File: src/rtl/pwm_cap_pkg.sv
// Shared defaults and capture data types for the multi-channel PWM duty capture block.
package pwm_cap_pkg;

    localparam int PWM_CAP_WIDTH_DEF = 11;
    localparam int PWM_CAP_NCH_DEF   = 4;

    typedef logic        [PWM_CAP_WIDTH_DEF-1:0] duty_t;
    typedef logic signed [PWM_CAP_WIDTH_DEF:0]   diff_t;

endpackage

File: src/rtl/pwm_cap_chan.sv
// One PWM channel: input synchronizer, high-time counter and latched duty value.
module pwm_cap_chan
    import pwm_cap_pkg::*;
#(
    parameter int WIDTH = PWM_CAP_WIDTH_DEF
) (
    input  logic             clk,
    input  logic             rst_n,
    input  logic             en_i,
    input  logic             pwm_i,
    input  logic             term_i,
    output logic [WIDTH-1:0] hi_cnt_o,
    output logic [WIDTH-1:0] duty_o
);

    logic [1:0]       sync_q;
    logic [WIDTH-1:0] hi_cnt_q, hi_cnt_d;
    logic [WIDTH-1:0] duty_q;

    // The terminal cycle restarts the count and is itself never counted.
    always_comb begin
        hi_cnt_d = hi_cnt_q;
        if (!en_i || term_i) begin
            hi_cnt_d = '0;
        end else if (sync_q[1]) begin
            hi_cnt_d = hi_cnt_q + WIDTH'(1);
        end
    end

    always_ff @(posedge clk or negedge rst_n) begin
        if (!rst_n) begin
            sync_q   <= '0;
            hi_cnt_q <= '0;
            duty_q   <= '0;
        end else begin
            sync_q   <= {sync_q[0], pwm_i};
            hi_cnt_q <= hi_cnt_d;
            if (term_i) begin
                duty_q <= hi_cnt_q;
            end
        end
    end

    assign hi_cnt_o = hi_cnt_q;
    assign duty_o   = duty_q;

endmodule

File: src/rtl/pwm_capture_mc.sv
// Multi-channel PWM duty capture with per-pair differences and a valid/ready/overrun handshake.
module pwm_capture_mc
    import pwm_cap_pkg::*;
#(
    parameter int WIDTH = PWM_CAP_WIDTH_DEF,
    parameter int NCH   = PWM_CAP_NCH_DEF
) (
    input  logic                           clk,
    input  logic                           rst_n,
    input  logic                           en,
    input  logic [NCH-1:0]                 pwm_in,
    output logic [NCH*WIDTH-1:0]           duty_out,
    output logic [(NCH/2)*(WIDTH+1)-1:0]   diff_out,
    output logic                           vld,
    input  logic                           rdy,
    output logic                           ovr,
    input  logic                           clr_ovr
);

    localparam int                 DW      = WIDTH + 1;
    localparam logic [WIDTH-1:0]   PER_MAX = '1;

    if (NCH % 2 != 0) begin : g_nch_check
        $error("pwm_capture_mc: NCH must be even");
    end

    logic [WIDTH-1:0]           per_cnt_q, per_cnt_d;
    logic [(NCH/2)*DW-1:0]      diff_q, diff_d;
    logic                       vld_q, vld_d;
    logic                       ovr_q, ovr_d;
    logic                       term;
    logic [WIDTH-1:0]           hi_cnt [NCH];

    assign term      = en && (per_cnt_q == PER_MAX);
    assign per_cnt_d = en ? per_cnt_q + WIDTH'(1) : '0;

    for (genvar k = 0; k < NCH; k++) begin : g_chan
        pwm_cap_chan #(.WIDTH(WIDTH)) u_chan (
            .clk      (clk),
            .rst_n    (rst_n),
            .en_i     (en),
            .pwm_i    (pwm_in[k]),
            .term_i   (term),
            .hi_cnt_o (hi_cnt[k]),
            .duty_o   (duty_out[k*WIDTH +: WIDTH])
        );
    end

    // Zero-extended subtraction in WIDTH+1 bits is exact, since |a-b| < 2^WIDTH.
    always_comb begin
        diff_d = diff_q;
        for (int j = 0; j < NCH/2; j++) begin
            diff_d[j*DW +: DW] = {1'b0, hi_cnt[2*j]} - {1'b0, hi_cnt[2*j+1]};
        end
    end

    // A capture always wins over a handshake; an overrun always wins over a clear.
    always_comb begin
        vld_d = vld_q;
        ovr_d = ovr_q;
        if (term) begin
            vld_d = 1'b1;
        end else if (vld_q && rdy) begin
            vld_d = 1'b0;
        end
        if (term && vld_q && !rdy) begin
            ovr_d = 1'b1;
        end else if (clr_ovr) begin
            ovr_d = 1'b0;
        end
    end

    always_ff @(posedge clk or negedge rst_n) begin
        if (!rst_n) begin
            per_cnt_q <= '0;
            diff_q    <= '0;
            vld_q     <= 1'b0;
            ovr_q     <= 1'b0;
        end else begin
            per_cnt_q <= per_cnt_d;
            vld_q     <= vld_d;
            ovr_q     <= ovr_d;
            if (term) begin
                diff_q <= diff_d;
            end
        end
    end

    assign diff_out = diff_q;
    assign vld      = vld_q;
    assign ovr      = ovr_q;

endmodule

File: config.mk
export PLATFORM = sky130hd
export DESIGN_NAME = pwm_capture_mc
export DESIGN_NICKNAME = d
export VERILOG_FILES = /design/src/rtl/pwm_cap_pkg.sv /design/src/rtl/pwm_cap_chan.sv /design/src/rtl/pwm_capture_mc.sv
export SDC_FILE = /design/constraint.sdc
export NUM_CORES = 1
export LEC_CHECK = 0
export ABC_AREA = 1
export BUFFER_PORTS_ARGS = -buffer_cell sky130_fd_sc_hd__clkbuf_2
export CAP_MARGIN = 20
export CORE_MARGIN = 2
export CORE_UTILIZATION = 44
export CTS_CLUSTER_SIZE = 12
export DETAILED_ROUTE_END_ITERATION = 12
export PLACE_DENSITY = 0.66
export SLEW_MARGIN = 40
export SYNTH_ARGS = -nofsm -noshare
export SYNTH_HDL_FRONTEND = slang
export SYNTH_SLANG_ARGS = --single-unit
File: constraint.sdc
create_clock -name clk -period 1.9 [get_ports clk]
set_input_delay 0.285 -clock clk [delete_from_list [all_inputs] [get_ports clk]]
set_output_delay 0.285 -clock clk [all_outputs]
set_load 0.03 [all_outputs]
After elaboration in Yosys (flattened, before gate mapping)

Cells that the tools add are included.

$add $sub $neg: 7
Eq/ne operators: 1
Mux-type cells: 13
Reductions and logical operators: 13

Operator list:

| operator              | count |
|---|---|
| $mux 11               | 9 |
| $add 11x1->11 const B | 5 |
| $sub 11x11->12        | 2 |
| $reduce_bool 2->1     | 6 |
| $eq 11x11->1 const B  | 1 |
| $logic_and 1x1->1     | 4 |
| $mux 1                | 4 |
| $logic_not 1->1       | 2 |
| $logic_or 1x1->1      | 1 |

Bits in registers: 133
Logic and storage cells: 50

Logic depth before layout (Yosys ltp)

Gate-level depths: netlist (run 1).

Depth after elaboration: 5
Gate-level depth with buffers: 11
Mapped depth without buffers: 11

Cells and area by module

Synthesis (run 1) repeated with hierarchy kept, for this count alone.

Cells, all modules: 891
Area total of the unflattened synthesis: 7140.6 µm²

Modules (own cells, without submodules):

| module         | instances | cells an instance | area an instance (µm²) |
|---|---|---|---|
| pwm_cap_chan   | 4         | 125               | 1083.5 |
| pwm_capture_mc | 1         | 391               | 2806.4 |

Worst setup path before layout (run 1)

No wires, ideal clock.

Kind: register to register
Start: register g_chan[2].u_chan.hi_cnt_q[0]
End: register diff_q[20] (netlist: diff_out[20])
Data arrival time: 1577 ps
Path slack: 206 ps
Cell stages (with the launch flop): 12
Path through: dfrtp_1 > inv_1 > ha_1 > fa_1 > inv_1 > nand3_1 > nand3_1 > nand2_1 > nand2_1 > nand2_1 > nand3_1 > nand2_1

Word-level cells in the longest chain between the ends: 1

Ends and longest elaborated chain:

| item                   | RTL line             | RTL |
|---|---|---|
| from (decl)            | pwm_cap_chan.sv:17   | `logic [WIDTH-1:0] hi_cnt_q, hi_cnt_d;` |
| from (signal assigned) | pwm_cap_chan.sv:37   | `hi_cnt_q <= hi_cnt_d;` |
| $sub 11x11->12         | pwm_capture_mc.sv:53 | `diff_d[j*DW +: DW] = {1'b0, hi_cnt[2*j]} - {1'b0, hi_cnt[2*j+1]};` |
| to (signal assigned)   | pwm_capture_mc.sv:84 | `diff_q <= diff_d;` |
| to (decl)              | pwm_capture_mc.sv:28 | `logic [(NCH/2)*DW-1:0] diff_q, diff_d;` |

No other way between the ends.
A chain may end at the register's enable or synchronous reset.

Worst setup path after layout (run 1)

Start: register g_chan[2].u_chan.hi_cnt_q[0]
End: register diff_q[18] (netlist: diff_out[18])

The elaborated chain is that of the path after synthesis.

==> flow_metrics.env, run 1 <==
export IMPL_root_buffer="clkbuf_16"
export IMPL_skew_ns=0.007753
export IMPL_synth_seq_area_share=0.4831
export IMPL_worst_setup_path_type="flip-flop to flip-flop"
export IMPL_fin_ws_ns=0.1287
export IMPL_crit_chain="inv_1 > ha_1 > fa_1 > inv_1 > nand3_1 > nand3_2 > nand2_1 > nand2_1 > nand2_1 > nand3_1 > nand2_1"
export IMPL_final_cell_count_no_fill=1195
export IMPL_wl_per_cell_um=13.62
export IMPL_fin_area_um2=8330
export IMPL_routed_wl_mm=16.27
export IMPL_ys_flop_type="dfrtp_1"
export IMPL_track_usage=0.2101
export IMPL_fill_cells=1399
export IMPL_critical_path_slowest_cell="fa_1"
export IMPL_synth_area_top_cells="dfrtp_1, nand2_1, inv_1"
export IMPL_drtIter0Drc=524
export IMPL_placed_area_um2=7620
export IMPL_avgSynthCellArea_um2=7.937
export IMPL_synth_most_common_cell="nand2_1"
export IMPL_gp_congestion=0.9339
export IMPL_min_path_type="input port to flip-flop"
export IMPL_clk_pin_slew_ns=0.06
export IMPL_path_max_fanout=3
export IMPL_ys_warn_count=0
export IMPL_cts_buffers=17
export IMPL_crit_path_max_incr_delay_ns=0.40
export IMPL_cp_start_kind="flip-flop"
export IMPL_dp_hpwl_mm=12.05
export IMPL_power_leakage_nw=4.272
export IMPL_regArea_um2=3328
export IMPL_drc=0
export IMPL_p_per_area_nw_per_um2=821.2
export IMPL_dp_cells=1158
export IMPL_hold_viol=0
export IMPL_setup_viol=0
export IMPL_multi_input_area_um2=3070
export IMPL_tightest_slew_ns=0.4245
export IMPL_die_x_um=129.1
export IMPL_grt_pass1_vias=5506
export IMPL_synth_nets=906
export IMPL_maxSlewViolCount=0
export IMPL_via_per_inst=4.941
export IMPL_post_place_ws_ns=0.1262
export IMPL_crit_top_cell="nand2_1"
export IMPL_period_needed_ns=1.771
export IMPL_timing_max_cap_violations=0
export IMPL_cts_tree="done"
export IMPL_cts_max_level=4
export IMPL_ys_seq_elements=133
export IMPL_nets=1009
export IMPL_portBuffers=78
export IMPL_clock_latency_ns=0.43
export IMPL_synth_top_area_share=0.4831
export IMPL_start_util=0.4515
export IMPL_synth_cell_types=26
export IMPL_irDropWorstVdd_v=0.0005888
export IMPL_grt_pass1_wl_mm=27.35
export IMPL_cp_end_kind="flip-flop"
export IMPL_vias=5905
export IMPL_area_delta_synth_final_pct=20.92
export IMPL_cts_sinks=133
export IMPL_die_y_um=129.1
export IMPL_num_rows=45
export IMPL_synth_top_cells_by_count="nand2_1, dfrtp_1, inv_1"
export IMPL_period_share=0.9323
export IMPL_core_area_um2=15260
export IMPL_ioPinCount=79
export IMPL_synth_top_area_cell="dfrtp_1"
export IMPL_clk_path_buf_depth=2
export IMPL_drive_gt1_frac=0.1585
export IMPL_synth_edf_count=0
export IMPL_grt_start_max_net_pins=45
export IMPL_antenna_found_initial=0
export IMPL_insertedDiodeCount=0
export IMPL_synthCells=868
export IMPL_outcome="finished clean"
export IMPL_drt_pass1_iter_count=6
export IMPL_die_area_um2=16670
export IMPL_post_cts_buffers=0
export IMPL_synth_area_um2=6889
export IMPL_synthArstFlopShare=1.000
export IMPL_ant_nets=0
export IMPL_required_ns=2.21
export IMPL_slew_headroom=0.7170
export IMPL_max_freq_ghz=0.5646
export IMPL_grt_ovfl_total=0
export IMPL_ff2ff_setup_slack_ns=0.13
export IMPL_worstPathArrival_ns=2.08
-- critical path: cells and delay by family, from the launching register on --
family / cells / cell delay (ns)
adder cells (fa/ha/maj): 2 / 0.62
buffers and inverters: 2 / 0.18
flip-flops: 1 / 0.35
AND/OR/NAND/NOR: 7 / 0.51
-- cells by family after synthesis --
kind of cell    Yosys count  share of synthesized area
flops                   133                     0.4831
xor+xnor                 11                    0.01398
buf+inv                 118                    0.07374
simple gates            483                     0.2995
fa+ha+maj                29                    0.05485
compound gates           94                    0.07483
-- cell type report --
cell class,count,share of cell area
tap,211,0.03169
timing repair buffer,108,0.08065
multi-input combinational,617,0.3686
sequential,133,0.3995
inverter,94,0.04251
clock inverter,12,0.02103
clock buffer,20,0.05602
-- where the power goes --
part	switching, mW	internal (mW)	leakage (nW)	total, mW
Sequential	0.0329	2.86	1.83	2.89
Clock	1.25	2.30	0.308	3.55
Combinational	0.258	0.142	2.13	0.400
-- final timing paths --
kind,endpoint,start,cells past startpoint
setup / recovery,diff_out[18],g_chan[2].u_chan.hi_cnt_o[0],11
hold / removal,ovr,clr_ovr,2
setup reg to reg,diff_out[18],g_chan[2].u_chan.hi_cnt_o[0],11
hold reg to reg,g_chan[1].u_chan.sync_q[1],g_chan[1].u_chan.sync_q[0],0
max in group asynchronous,g_chan[3].u_chan.duty_o[0],rst_n,3
min in group asynchronous,g_chan[0].u_chan.sync_q[0],rst_n,2
-- state kept, by name, indices dropped and copies added (netlist names) --
register,count
g_chan.u_chan.duty_o,44
g_chan.u_chan.hi_cnt_o,44
diff_out,24
per_cnt_q,11
g_chan.u_chan.sync_q,8
ovr,1
vld,1
-- layer usage --
| layer | track usage | share of wire |
|---|---|---|
| met1 | 0.3089 | 0.50 |
| met2 | 0.3065 | 0.43 |
| met3 | 0.04748 | 0.057 |
| met4 | 0.07289 | 0.019 |
| met5 | 0 | 0 |
-- stage by stage --
| stage | total power [mW] | hold WS [ns] | TNS [ns] | utilization |
|---|---|---|---|---|
| after floorplan | 3.163 | -0.01059 | 0 | - |
| after global placement | 3.328 | 0.2445 | 0 | 0.4994 |
| after detailed placement | 3.332 | 0.2487 | 0 | 0.4994 |
| after CTS | 6.902 | 0.04429 | 0 | 0.5447 |
| after global routing | 7.092 | 0.05312 | -0.008025 | 0.5460 |
| final | 6.841 | 0.05772 | 0 | 0.5460 |
-- layout by cell type, fill, tap and decap left out --
| cell | n |
|---|---|
| a21oi_1 | 25 |
| a21oi_2 | 2 |
| buf_12 | 3 |
| buf_4 | 22 |
| buf_6 | 1 |
| bufinv_16 | 4 |
| clkbuf_16 | 17 |
| clkbuf_2 | 77 |
| clkbuf_8 | 3 |
| clkinv_2 | 4 |
| clkinv_4 | 1 |
| clkinvlp_4 | 3 |
| dfrtp_1 | 133 |
| dlygate4sd3_1 | 5 |
| fa_1 | 1 |
| fa_2 | 1 |
| ha_1 | 26 |
| ha_2 | 1 |
| inv_1 | 92 |
| inv_2 | 1 |
| inv_6 | 1 |
| nand2_1 | 274 |
| nand3_1 | 50 |
| nand3_2 | 1 |
| nand3b_1 | 8 |
| nand4_1 | 24 |
| nand4_4 | 1 |
| nor2_1 | 88 |
| nor2_2 | 1 |
| nor3_1 | 27 |
| nor3_4 | 1 |
| nor3b_1 | 8 |
| o21ai_0 | 36 |
| o21ai_1 | 20 |
| o21ai_2 | 10 |
| o22ai_2 | 1 |
| xnor2_1 | 4 |
| xor2_1 | 7 |
-- what timing repair did --
item / 4_1_cts / 5_1_grt
hold buffers: 5 / 0
endpoints found under the setup margin: 0 / 13
hold endpoints to repair: 43 / 0
gates resized for setup: 0 / 6
Power figures use the tool's default switching activity.
==> run 2: changes to the inputs <==
--- a/config.mk
+++ b/config.mk
@@ -9,10 +9,10 @@
 export BUFFER_PORTS_ARGS = -buffer_cell sky130_fd_sc_hd__clkbuf_2
 export CAP_MARGIN = 20
 export CORE_MARGIN = 2
-export CORE_UTILIZATION = 44
+export CORE_UTILIZATION = 59
 export CTS_CLUSTER_SIZE = 12
 export DETAILED_ROUTE_END_ITERATION = 12
-export PLACE_DENSITY = 0.66
+export PLACE_DENSITY = 0.83
 export SLEW_MARGIN = 40
 export SYNTH_ARGS = -nofsm -noshare
 export SYNTH_HDL_FRONTEND = slang
==> run 2 against run 1 <==
Total power is 3.4% lower; largest cell class unchanged; combinational power is 3% higher; critical endpoint is now diff_out[20]; cell count is 5.9% lower.
==> flow_metrics.env, run 2 (synthesis gave the netlist of run 1 again) <==
export IMPL_outcome="finished clean"
export IMPL_skew_ns=0.007103
export IMPL_cts_sinks=133
export IMPL_holdWs_ns=0.06198
export IMPL_irDropWorstVdd_v=0.0008203
export IMPL_cts_tree="done"
export IMPL_cp_start_kind="flip-flop"
export IMPL_grt_ovfl_total=0
export IMPL_dp_hpwl_mm=11.68
export IMPL_hold_viol=0
export IMPL_routed_wl_mm=16.58
export IMPL_root_buffer="clkbuf_16"
export IMPL_cts_buffers=17
export IMPL_drive_gt1_frac=0.1640
export IMPL_post_place_ws_ns=0.03058
export IMPL_slew_headroom=0.6549
export IMPL_worst_setup_path_type="flip-flop to flip-flop"
export IMPL_start_util=0.6033
export IMPL_crit_top_cell="nand2_1"
export IMPL_antenna_found_initial=0
export IMPL_ff2ff_setup_slack_ns=0.13
export IMPL_track_usage=0.2703
export IMPL_grt_start_max_net_pins=56
export IMPL_timing_max_cap_violations=0
export IMPL_area_delta_synth_final_pct=19.96
export IMPL_regArea_um2=3328
export IMPL_nets=1007
export IMPL_fill_cells=882
export IMPL_fin_ws_ns=0.1287
export IMPL_die_area_um2=12560
export IMPL_vias=6151
export IMPL_ioPinCount=79
export IMPL_die_y_um=112.1
export IMPL_path_max_fanout=3
export IMPL_insertedDiodeCount=0
export IMPL_via_per_inst=5.468
export IMPL_period_share=0.9323
export IMPL_ant_nets=0
export IMPL_power_leakage_nw=4.252
export IMPL_clock_latency_ns=0.43
export IMPL_clk_path_buf_depth=2
export IMPL_layout_common_cells="nand2_1, dfrtp_1, inv_1, nor2_1, clkbuf_2"
export IMPL_worstPathArrival_ns=2.09
export IMPL_grt_pass1_vias=5662
export IMPL_min_path_type="input port to flip-flop"
export IMPL_maxSlewViolCount=0
export IMPL_grt_pass1_wl_mm=26.96
export IMPL_required_ns=2.22
export IMPL_core_area_um2=11420
export IMPL_max_freq_ghz=0.5646
export IMPL_cts_max_level=4
export IMPL_cp_end_kind="flip-flop"
export IMPL_setup_tns_final_ns=0
export IMPL_drc=0
export IMPL_die_x_um=112.1
export IMPL_final_common_cell="nand2_1"
export IMPL_wl_per_cell_um=14.74
export IMPL_crit_path_max_incr_delay_ns=0.41
export IMPL_critical_path_slowest_cell="dfrtp_1"
export IMPL_period_needed_ns=1.771
export IMPL_drtIter0Drc=464
export IMPL_gp_congestion=0.9289
export IMPL_clk_pin_slew_ns=0.06
export IMPL_p_per_area_nw_per_um2=800.1
export IMPL_drt_pass1_iter_count=5
export IMPL_portBuffers=78
export IMPL_crit_chain="ha_1 > fa_1 > inv_1 > nand3_1 > nand3_1 > nand2_1 > nand2_1 > nand2_1 > nand3_1 > nand2_1"
export IMPL_setup_viol=0
export IMPL_tightest_slew_ns=0.5177
export IMPL_num_rows=39
export IMPL_multi_input_area_um2=3107
==> run 2: cell types whose count changed in the layout (fill, tap and decap cells not counted), moves of 2 or more <==
| cell | delta |
|---|---|
| clkinvlp_4 | +2 |
| nor2_1 | -2 |
| buf_4 | -6 |
| inv_1 | -2 |
| clkbuf_8 | +3 |
| ha_1 | -2 |
| inv_2 | +2 |
| bufinv_16 | -2 |
==> run 2: cell type report <==
cell class,count,share of cell area
multi-input cells,617,0.3759
repair buffers,104,0.08130
well taps,143,0.02165
clock buffers,24,0.06192
inverters,94,0.04315
repair inverters,2,0.001817
flip-flops and latches,133,0.4027
clock inverters,8,0.01151
==> run 2: metal layers <==
metal / global-route usage / vias up / part of all wire
met3: 0.06695 / 36 / 0.080
met2: 0.4048 / 262 / 0.45
li1: - / 3007 / -
met4: 0.09350 / 0 / 0.021
met1: 0.3902 / 2846 / 0.45
met5: 0 / - / 0
==> run 2: worst max-delay path, delay by kind of cell (launching register included) <==
family,cells,cell delay (ns)
adder cells (fa/ha/maj),2,0.62
buffers and inverters,1,0.11
flip-flops,1,0.41
AND/OR/NAND/NOR,7,0.53
==> run 2: worst paths after layout <==
check / from / to / cells after the start
setup / recovery: g_chan[3].u_chan.hi_cnt_o[0] / diff_out[20] / 10
hold / removal: clr_ovr / ovr / 2
setup reg to reg: g_chan[3].u_chan.hi_cnt_o[0] / diff_out[20] / 10
hold reg to reg: g_chan[1].u_chan.sync_q[0] / g_chan[1].u_chan.sync_q[1] / 0
max in group asynchronous: rst_n / g_chan[3].u_chan.hi_cnt_o[7] / 3
min in group asynchronous: rst_n / g_chan[0].u_chan.sync_q[1] / 2
==> run 2: what timing repair did <==
item	4_1_cts	5_1_grt
hold buffers	5	0
cloned	0	3
setup endpoints to repair	2	47
pin swaps	0	0
setup buffers	0	4
hold endpoints to repair	53	0
resized for setup	0	17
==> run 2: stage by stage <==
stage	power (mW)	area [µm²]	std cells	utilization
after floorplan	3.163	6889	868	-
after global placement	3.312	7480	1081	0.6551
final	6.612	8264	1125	0.7238
after CTS	6.626	8137	1118	0.7126
after global routing	6.859	8264	1125	0.7238
after detailed placement	3.323	7480	1081	0.6551
==> run 2: where the power goes <==
| group | total (mW) | internal [mW] | switching, mW |
|---|---|---|---|
| logic | 0.412 | 0.147 | 0.266 |
| clock network | 3.30 | 2.13 | 1.18 |
| registers | 2.90 | 2.86 | 0.0333 |
==> run 3: changes to the inputs <==
==> constraint.sdc (replaced) <==
create_clock -name clk -period 1.9 [get_ports clk]
set_input_delay 0.095 -clock clk [delete_from_list [all_inputs] [get_ports clk]]
set_output_delay 0.095 -clock clk [all_outputs]
set_load 0.03 [all_outputs]
==> run 3 against run 2 <==
First-iteration DRC count down 22%; worst setup slack worse by 0.051 ns; sequential share of layout area up 0.19 points; critical path type unchanged; critical path depth up 1; global-route usage up 0.42 points; clock-buffer cell count down 4; total power up 0.65%; final area down 0.47%; clock power up 2%; maximum frequency down 2.8%; combinational power down 1%.
==> flow_metrics.env, run 3 (synthesis gave the netlist of run 1 again) <==
export IMPL_dp_cells=1079
export IMPL_core_area_um2=11420
export IMPL_rr_worst_depth=11
export IMPL_maxSlewViolCount=0
export IMPL_slew_headroom=0.6653
export IMPL_fin_ws_ns=0.07750
export IMPL_vias=6116
export IMPL_root_buffer="clkbuf_16"
export IMPL_period_share=0.9592
export IMPL_clk_pin_slew_ns=0.06
export IMPL_insertedDiodeCount=0
export IMPL_hold_start="en"
export IMPL_layout_common_cells="nand2_1, dfrtp_1, inv_1, nor2_1, clkbuf_2"
export IMPL_worstPathArrival_ns=2.14
export IMPL_dp_hpwl_mm=11.53
export IMPL_whs_endpoint="per_cnt_q[1]"
export IMPL_grt_start_max_net_pins=53
export IMPL_routed_wl_mm=16.47
export IMPL_tightest_slew_ns=0.5021
export IMPL_grt_ovfl_total=0
export IMPL_skew_ns=0.006788
export IMPL_ff2ff_setup_slack_ns=0.08
export IMPL_timing_max_cap_violations=0
export IMPL_final_common_cell="nand2_1"
export IMPL_hold_viol=0
export IMPL_die_area_um2=12560
export IMPL_placed_area_um2=7465
export IMPL_fin_area_um2=8225
export IMPL_drt_pass1_iter_count=5
export IMPL_cts_buffers=17
export IMPL_antenna_found_initial=0
export IMPL_hold_depth=3
export IMPL_wl_per_cell_um=14.66
export IMPL_num_rows=39
export IMPL_cts_sinks=133
export IMPL_nets=1005
export IMPL_min_path_type="input port to flip-flop"
export IMPL_gp_congestion=0.9353
export IMPL_area_delta_synth_final_pct=19.40
export IMPL_period_needed_ns=1.823
export IMPL_grt_pass1_vias=5825
export IMPL_crit_top_cell="nand2_1"
export IMPL_drtIter0Drc=364
export IMPL_drc=0
export IMPL_path_max_fanout=3
export IMPL_setup_viol=0
export IMPL_crit_path_max_incr_delay_ns=0.41
export IMPL_cp_top_family="adder cells"
export IMPL_r2r_start="g_chan[0].u_chan.hi_cnt_o[0]"
export IMPL_power_leakage_nw=4.229
export IMPL_final_cell_count_no_fill=1123
export IMPL_portBuffers=78
export IMPL_irDropWorstVdd_v=0.0006755
export IMPL_grt_pass1_wl_mm=27.56
export IMPL_cp_start_kind="flip-flop"
export IMPL_post_place_ws_ns=0.03524
export IMPL_drive_gt1_frac=0.1582
export IMPL_power_mw=6.655
export IMPL_max_freq_ghz=0.5487
export IMPL_holdWs_ns=0.04383
export IMPL_cts_tree="done"
export IMPL_clock_latency_ns=0.43
export IMPL_worstReg2RegEnd="diff_out[6]"
export IMPL_p_per_area_nw_per_um2=809.1
export IMPL_ioPinCount=79
export IMPL_cp_end_kind="flip-flop"
export IMPL_via_per_inst=5.446
export IMPL_clk_path_buf_depth=2
export IMPL_ant_nets=0
export IMPL_start_util=0.6033
export IMPL_cts_max_level=4
export IMPL_crit_chain="inv_1 > ha_1 > fa_1 > inv_1 > nand3_1 > nand3_1 > nand2_1 > nand2_1 > nand2_1 > nand3_1 > nand2_1"
export IMPL_required_ns=2.22
export IMPL_die_x_um=112.1
export IMPL_outcome="finished clean"
export IMPL_critPathBufInv=2
export IMPL_worst_setup_path_type="flip-flop to flip-flop"
export IMPL_critical_path_slowest_cell="fa_1"
export IMPL_track_usage=0.2745
export IMPL_die_y_um=112.1
==> run 3: cell count changes in the layout (fill, tap and decap cells not counted), sizes merged <==
cell         delta
buf             -2
bufinv          +1
clkbuf          -5
clkinv          +2
dlygate4sd3     +2
==> run 3: power breakdown <==
group          switching (mW)  internal, mW
combinational           0.262         0.144
sequential             0.0348          2.86
clock                    1.23          2.13
==> run 3: layout make-up <==
cell class / count / area (µm²)
sequential: 133 / 3328
fill: 901 / 3193
multi-input combinational: 617 / 3092
timing repair buffer: 103 / 651.9
clock buffer: 20 / 456.7
inverter: 94 / 356.6
tap: 143 / 178.9
clock inverter: 12 / 153.9
timing repair inverter: 1 / 7.507
==> run 3: tightest hold or removal path, stage by stage <==
cell and delay, ns:
clkbuf_2 0.19, nand2_1 0.12, inv_1 0.04
==> run 3: how the worst max path moves through the flow <==
stage                                 start                             to  slack [ns]  cells past startpoint
6_report       g_chan[0].u_chan.hi_cnt_o[0]                    diff_out[6]        0.08                     11
5_1_grt                        per_cnt_q[0]   g_chan[3].u_chan.hi_cnt_o[8]       -0.01                      9
4_1_cts                        per_cnt_q[0]  g_chan[0].u_chan.hi_cnt_o[10]       0.006                      8
3_5_place_dp                   per_cnt_q[0]   g_chan[3].u_chan.hi_cnt_o[8]        0.04                      8
3_3_place_gp                   per_cnt_q[0]   g_chan[0].u_chan.hi_cnt_o[9]        0.12                      8
2_1_floorplan  g_chan[2].u_chan.hi_cnt_o[0]                   diff_out[20]        0.21                     11
==> run 3: metal layers <==
| layer | global-route usage | part of all wire |
|---|---|---|
| met1 | 0.3907 | 0.47 |
| met2 | 0.4327 | 0.45 |
| met3 | 0.04644 | 0.064 |
| met4 | 0.09675 | 0.017 |
| met5 | 0 | 0 |
==> run 3: stage by stage <==
stage	util	setup TNS (ns)
2_1_floorplan	-	0
3_3_place_gp	0.6537	0
3_5_place_dp	0.6537	0
4_1_cts	0.7133	0
5_1_grt	0.7204	-0.01456
6_report	0.7204	0
==> run 3: what timing repair did <==
action / in CTS / in global routing
hold buffers: 7 / 0
setup endpoints to repair: 0 / 42
setup buffers: 0 / 4
endpoints found under the hold margin: 54 / 0
resized for setup: 0 / 14
